$ cat src/rtl/sync_fifo.sv
// Single-clock FWFT FIFO, any DEPTH >= 2, with count, sticky error flags and watermarks.
// `define SYNC_FIFO_WATERMARK_EN to build AF_LEVEL/AE_LEVEL comparators; otherwise almost_* mirror full/empty.
module sync_fifo #(
  parameter int WIDTH    = 8,
  parameter int DEPTH    = 32,
  parameter int CNT_W    = $clog2(DEPTH + 1),
  parameter int AF_LEVEL = DEPTH - 2,
  parameter int AE_LEVEL = 2
) (
  input  logic             clk,
  input  logic             rst_n,
  input  logic             wr_en,
  input  logic [WIDTH-1:0] wr_data,
  input  logic             rd_en,
  output logic [WIDTH-1:0] rd_data,
  output logic             full,
  output logic             empty,
  output logic [CNT_W-1:0] count,
  output logic             almost_full,
  output logic             almost_empty,
  output logic             overflow,
  output logic             underflow,
  input  logic             clr_err
);

  localparam int PTR_W = $clog2(DEPTH);
  localparam logic [PTR_W-1:0] PTR_LAST = PTR_W'(DEPTH - 1);
  localparam logic [CNT_W-1:0] CNT_FULL = CNT_W'(DEPTH);

  logic [WIDTH-1:0] mem_q [DEPTH];
  logic [PTR_W-1:0] wr_ptr_q, wr_ptr_d;
  logic [PTR_W-1:0] rd_ptr_q, rd_ptr_d;
  logic [CNT_W-1:0] count_q, count_d;
  logic             overflow_q, overflow_d;
  logic             underflow_q, underflow_d;
  logic             rd_ok, wr_ok;

  assign full  = (count_q == CNT_FULL);
  assign empty = (count_q == '0);

  always_comb begin
    rd_ok       = rd_en & ~empty;
    // A full FIFO still takes a write when the same cycle frees a slot.
    wr_ok       = wr_en & (~full | rd_ok);
    wr_ptr_d    = wr_ptr_q;
    rd_ptr_d    = rd_ptr_q;
    count_d     = count_q;
    if (wr_ok) wr_ptr_d = (wr_ptr_q == PTR_LAST) ? '0 : wr_ptr_q + PTR_W'(1);
    if (rd_ok) rd_ptr_d = (rd_ptr_q == PTR_LAST) ? '0 : rd_ptr_q + PTR_W'(1);
    case ({wr_ok, rd_ok})
      2'b10:   count_d = count_q + CNT_W'(1);
      2'b01:   count_d = count_q - CNT_W'(1);
      default: count_d = count_q;
    endcase
    overflow_d  = (wr_en & ~wr_ok) | (overflow_q & ~clr_err);
    underflow_d = (rd_en & ~rd_ok) | (underflow_q & ~clr_err);
  end

  always_ff @(posedge clk or negedge rst_n) begin
    if (!rst_n) begin
      wr_ptr_q    <= '0;
      rd_ptr_q    <= '0;
      count_q     <= '0;
      overflow_q  <= 1'b0;
      underflow_q <= 1'b0;
    end else begin
      wr_ptr_q    <= wr_ptr_d;
      rd_ptr_q    <= rd_ptr_d;
      count_q     <= count_d;
      overflow_q  <= overflow_d;
      underflow_q <= underflow_d;
    end
  end

  always_ff @(posedge clk) begin
    if (wr_ok) mem_q[wr_ptr_q] <= wr_data;
  end

  assign rd_data   = mem_q[rd_ptr_q];
  assign count     = count_q;
  assign overflow  = overflow_q;
  assign underflow = underflow_q;

`ifdef SYNC_FIFO_WATERMARK_EN
  assign almost_full  = (count_q >= CNT_W'(AF_LEVEL));
  assign almost_empty = (count_q <= CNT_W'(AE_LEVEL));
`else
  assign almost_full  = full;
  assign almost_empty = empty;
`endif

endmodule

$ cat config.mk
export PLATFORM = sky130hd
export DESIGN_NAME = sync_fifo
export DESIGN_NICKNAME = d
export VERILOG_FILES = /design/src/rtl/sync_fifo.sv
export SDC_FILE = /design/constraint.sdc
export NUM_CORES = 1
export LEC_CHECK = 0
export CAP_MARGIN = 15
export CORE_AREA = 2 2 170 172
export DETAILED_ROUTE_END_ITERATION = 10
export DIE_AREA = 0 0 172 174
export DONT_BUFFER_PORTS = 1
export HOLD_SLACK_MARGIN = 0.08
export PLACE_DENSITY = 0.6
export SYNTH_ARGS = -nofsm -noshare
export SYNTH_HDL_FRONTEND = slang
export SYNTH_SLANG_ARGS = --single-unit
export TNS_END_PERCENT = 100
$ cat constraint.sdc
create_clock -name clk -period 8 [get_ports clk]
set_input_delay 2.4 -clock clk [delete_from_list [all_inputs] [get_ports clk]]
set_output_delay 2.4 -clock clk [all_outputs]
set_load 0.05 [all_outputs]
==> impl_metrics.ini, run 1 <==
[placement]
placed_cell_area_um2 = 11500
io_buffers = 0
dpl.hpwl_um = 13800
place_ws_ns = 2.27
gp_congestion = 0.734

[synth]
synth_fa_ha_area_share_pct = 1.42
synth-simple-area-share_pct = 4.01
synth_area_um2 = 11100
syn-num-nets = 613
ys_seq_area_share_pct = 73.4
synthCells = 588
synth_compound_area_share_pct = 3.78
synth_area_leaders = edfxtp_1, mux4_2, mux2i_1
yosysWarningCount = 0
ys_ff_latch = 274
synth_area_leader_cell = edfxtp_1
synth_area_per_cell_um2 = 18.9
synth.top_cell.area_share_pct = 69.3
synth_edf_count = 256
synth_cell_types = 44
muxShareOfSynthArea_pct = 15.5
async_flop_share_pct = 6.57
synth_top_family_by_area = multiplexers
ys.flop_type = edfxtp_1
synthXorXnorAreaFrac_pct = 0.316

[sta]
period_share_pct = 78.3
period_needed_ns = 6.27
final_hold_viol_count = 0
slew_viol_final = 0
totalNegativeSetupSlack_ns = 0
finalSetupViolations = 0
fmax_ghz = 0.160
tightestPinTransition_ns = 1.13
grt_setup_unrepaired = false
slew_headroom_pct = 24.8
timing.final.ws_setup_ns = 1.73
skew_ns = 0.0126

[power]
power_frac_seq_pct = 46.1
combPwrFrac_pct = 23.9
internal_power_w = 0.00280
leakage_nw = 4.03
swShare_pct = 33.2
power.switching_w = 0.00139
vdd_drop_max_v = 0.000181
clkPwrFrac_pct = 30.0
p_per_area_nw_per_um2 = 339

[clock_tree]
cts_tree = built
clk_pin_slew_ns = 0.06
cts.sinks = 274
ctsLongestPathBuffers = 3
ctsResizeCount = 0
ctsHoldBuffers = 0
clock_latency_ns = 0.53
cts-root-buf = clkbuf_16
numCtsBuffers = 28
postCtsSetupRepairBufs = 0
cts_max_level = 1

[floorplanning]
rows = 62
core_um2 = 28200
initial_core_util_pct = 39.3
die_w_um = 172
die_h_um = 174
die-area_um2 = 29900
io_pins = 33

[global_route]
antenna_found_initial = 0
grt_usage_pct = 15.2
grt_pass1_vias = 5702
grt_pass1_wl_um = 34000
grt_overflow_total = 0
grt_max_degree = 54

[setup_path]
critical_path.top_delay_family = flip-flops
crit_type = register to primary output
cp_num_buf_inv = 0
end_kind = primary output
crit_arrival_ns = 3.87
crit_path_start = rd_ptr_q[0]
crit_slowest_cell = dfrtp_4
slowest_delay_ns = 1.10
worst_ep_required_time_ns = 5.60
worstPathMaxFanout = 53
cp_cell_sequence = mux4_2, mux2i_1, nor2_1, a2111oi_0, nor2_1
startpoint_type = register
r2r-start = count[1]
crit_path_frequent_cell = nor2_1

[detailed_routing]
wl_per_cell_um = 22.5
initialDrtViolationCount = 432
remaining_drc_errors = 0
first_pass_iters = 4
wl_um = 22400
vias = 5334
ant_nets = 0
viasPerCell = 5.35

[layout]
stdcell_area_um2 = 12400
areaGrowthSynthToFinish_pct = 11.5
layout.nets = 616
diodes = 0
n_fill_cell = 2454
drive_gt1_share_pct = 19.4

[hold_path]
min-delay-start = wr_ptr_q[1]
hp-class = register to register

[run]
max-cap-violations = 0

[status]
status = finished clean
[area by class of cell]
type	count	area, um^2	area share (%)
sequential	274	8140	65.9
multi-input combinational	275	2790	22.6
clock buffer	35	748	6.05
tap	384	480	3.89
clock inverter	17	138	1.11
inverter	9	33.8	0.273
timing repair buffer	3	22.5	0.182
[flip-flops by register name, summed over array words and instances, names as in the netlist]
name	cells
underflow	1
count	6
mem_q	256
overflow	1
rd_ptr_q	5
wr_ptr_q	5
[metal layers]
layer  track usage (%)  vias up  wire length (um)  part of all wire, %
met5                 0        -                 0                    0
met4              4.38        0               509                  2.3
met3              2.78       35              1450                  6.5
met2              25.0      165             11000                   49
met1              20.8     2759              9520                   42
li1                  -     2375                 -                    -
[kinds of logic after synthesis]
| family | after synthesis |
|---|---|
| DFF | 274 |
| muxes | 106 |
| and+or+nand+nor | 99 |
| AOI/OAI and AO/OA | 54 |
| buffers and inverters | 39 |
| adders and majority gates | 12 |
| xor gates and xnor gates | 4 |
[tightest hold or removal path: cells and delay by family (launching register included)]
family	cells	cell delay [ns]
AO/OA/AOI/OAI	1	0.10
flip-flops	1	0.41
buffers and inverters	1	0.10
[layout by cell type, fill, tap and decap left out, types with 7 or more instances in the layout]
master and n:
a211oi_1 8, clkbuf_16 29, clkinv_2 9, dfrtp_1 15
edfxtp_1 256, ha_1 11, inv_1 9, mux2i_1 47
mux4_2 51, nand2_1 14, nor2_1 58, o21ai_0 9
o221ai_1 7
[metrics by stage]
stage	hold slack [ns]	std cells	utilization (%)	total power, W
global route	0.718	997	43.8	0.00436
finish	0.661	997	43.8	0.00419
global placement	0.620	945	40.6	0.00294
detailed placement	0.655	945	40.6	0.00297
CTS	0.669	997	43.8	0.00422
floorplan	0.558	588	-	0.00270
[power groups by stage]
stage	registers (W)	clock network, W	logic (W)
after floorplan	0.00180	0	0.000901
after global placement	0.00195	0	0.000989
after detailed placement	0.00196	0	0.00101
after CTS	0.00193	0.00128	0.00101
after global routing	0.00195	0.00133	0.00107
final	0.00193	0.00126	0.00100
[path summary, 6_finish.rpt]
check / slack, ns / end / depth (start not counted)
max: 1.73 / rd_data[7] / 5
min: 0.66 / wr_ptr_q[1] / 2
max reg2reg: 4.67 / count[5] / 9
min reg2reg: 0.66 / wr_ptr_q[1] / 2
max in group asynchronous: 6.36 / rd_ptr_q[2] / 0
min in group asynchronous: 1.55 / count[5] / 0
[cells in the mapped netlist (5+ instances only)]
cell type,n
a2111oi_0,6
clkbuf_1,15
ha_1,11
nand2_1,14
a211oi_1,8
nor2_1,60
edfxtp_1,256
dfrtp_1,18
mux2i_1,47
nand3_1,5
mux4_2,51
inv_1,9
o21ai_0,9
o221ai_1,7
a21oi_1,5
mux2_2,5
o22ai_1,6
buf_2,9
Note: power is estimated with default switching activity, not from simulation.
==> run 2, diff against run 1 <==
clock period = 6.1 ns   (was 8 ns; I/O delays follow)
==> run 2 against run 1 <==
  * Setup slack got worse by 1.1 ns
  * First-iteration DRC count grew 22%
  * Count of clock-buffer cells in the layout is 10 higher
  * Largest cell class unchanged
  * Sequential share of layout area shrank 0.11 points
  * Global-route usage is 0.48 points higher
  * Critical path type unchanged
  * Via count rose by 1.0%
  * Flip-flop and latch count is the same
  * Hold slack lost 0.0090 ns
==> impl_metrics.ini, run 2 (synthesized netlist as in run 1, its figures left out) <==
[status]
status = finished clean

[setup_path]
r2r-start = count[1]
crit_arrival_ns = 3.59
startpoint_type = register
worst_ep_required_time_ns = 4.27
end_kind = primary output
worstPathMaxFanout = 29
crit_type = register to primary output
rr_worst_depth = 9
worstReg2RegEnd = count[5]
crit_path_start = rd_ptr_q[0]
cp-endpoint = rd_data[2]
r2r_slack_ns = 2.61

[detailed_routing]
viasPerCell = 5.39
wl_per_cell_um = 23.2
vias = 5388
remaining_drc_errors = 0
first_pass_iters = 5
initialDrtViolationCount = 528
ant_nets = 0
wl_um = 23100

[sta]
tightestPinTransition_ns = 1.10
slew_viol_final = 0
finalSetupViolations = 0
period_needed_ns = 5.42
final_hold_viol_count = 0
fmax_ghz = 0.184
period_share_pct = 88.9
totalNegativeSetupSlack_ns = 0
skew_ns = 0.0143
grt_setup_unrepaired = false
slew_headroom_pct = 26.3

[power]
leakage_nw = 4.03
vdd_drop_max_v = 0.000244
p_per_area_nw_per_um2 = 444

[global_route]
grt_usage_pct = 15.7
antenna_found_initial = 0
grt_pass1_wl_um = 35100
grt_overflow_total = 0
grt_max_degree = 39
grt_pass1_vias = 5745

[floorplanning]
die-area_um2 = 29900
die_w_um = 172
core_um2 = 28200
initial_core_util_pct = 39.3
die_h_um = 174
rows = 62
io_pins = 33

[clock_tree]
clock_latency_ns = 0.53
ctsLongestPathBuffers = 3
ctsResizeCount = 0
clk_pin_slew_ns = 0.06
ctsHoldBuffers = 0
postCtsSetupRepairBufs = 0
cts-root-buf = clkbuf_16
numCtsBuffers = 28
cts.sinks = 274
cts_max_level = 1
cts_tree = built

[layout]
areaGrowthSynthToFinish_pct = 11.7
fin_cells = 999
largest_reg_flops = 256
layout_common_cells = edfxtp_1, nor2_1, mux4_2
n_fill_cell = 2461
layout.nets = 619
mostFrequentLayoutCell = edfxtp_1
top_register = mem_q
drive_gt1_share_pct = 19.3
diodes = 0

[placement]
dpl.hpwl_um = 14100
io_buffers = 0
gp_congestion = 0.769
placed_cells = 948

[run]
max-cap-violations = 0

[hold_path]
hp-class = register to register
## run 2: cell count changes in the layout (fill, tap and decap cells not counted), sizes merged
cell	change
buf	+3
bufinv	-2
clkbuf	+10
clkinv	-8
clkinvlp	+1
inv	-2
## run 2: area by class of cell
class / instances / area (um^2) / area share [%]
Multi-Input combinational cell: 275 / 2790 / 22.6
Tap cell: 384 / 480 / 3.88
Clock inverter: 6 / 28.8 / 0.232
Sequential cell: 274 / 8140 / 65.8
Inverter: 9 / 33.8 / 0.273
Timing Repair Buffer: 6 / 45.0 / 0.364
Clock buffer: 45 / 856 / 6.91
## run 2: power breakdown
part | internal [W] | switching, W | total, W
Combinational | 0.000541 | 0.000866 | 0.00141
Sequential | 0.00219 | 0.000273 | 0.00246
Clock | 0.000952 | 0.000673 | 0.00163
Total | 0.00368 | 0.00181 | 0.00549
## run 2: routing by layer
metal / global-route usage (%) / routed length (um) / part of all wire [%] / vias to the layer above
met5: 0 / 0 / 0 / -
met4: 4.52 / 434 / 1.9 / 0
met3: 2.60 / 1360 / 5.9 / 29
met2: 25.1 / 11000 / 47 / 156
met1: 22.2 / 10400 / 45 / 2828
li1: - / - / - / 2375
## run 2: worst min-delay path by stage
stage	startpoint	to	slack (ns)	cells after the start
2_1_floorplan	wr_ptr_q[4]	wr_ptr_q[4]	0.56	3
3_3_place_gp	wr_ptr_q[1]	wr_ptr_q[1]	0.63	2
3_5_place_dp	wr_ptr_q[1]	wr_ptr_q[1]	0.64	2
4_1_cts	wr_ptr_q[1]	wr_ptr_q[1]	0.66	2
5_1_grt	wr_ptr_q[1]	wr_ptr_q[1]	0.68	2
6_report	wr_ptr_q[1]	wr_ptr_q[1]	0.65	2
## run 2: through the flow
stage	total power [W]	hold slack, ns	utilization (%)	instance area (um^2)	worst slack (ns)
CTS	0.00554	0.657	43.8	12400	0.542
global route	0.00572	0.681	43.8	12400	0.426
global placement	0.00389	0.626	40.7	11500	1.15
finish	0.00549	0.652	43.8	12400	0.677
floorplan	0.00354	0.558	-	11100	1.67
detailed placement	0.00392	0.645	40.7	11500	1.12
## run 2: critical path, stage by stage, from the launching register on
cell       delay, ns
dfrtp_4         0.80
buf_4           0.50
mux4_2          0.55
a2111oi_0       0.81
nor2_1          0.15
buf_4           0.24
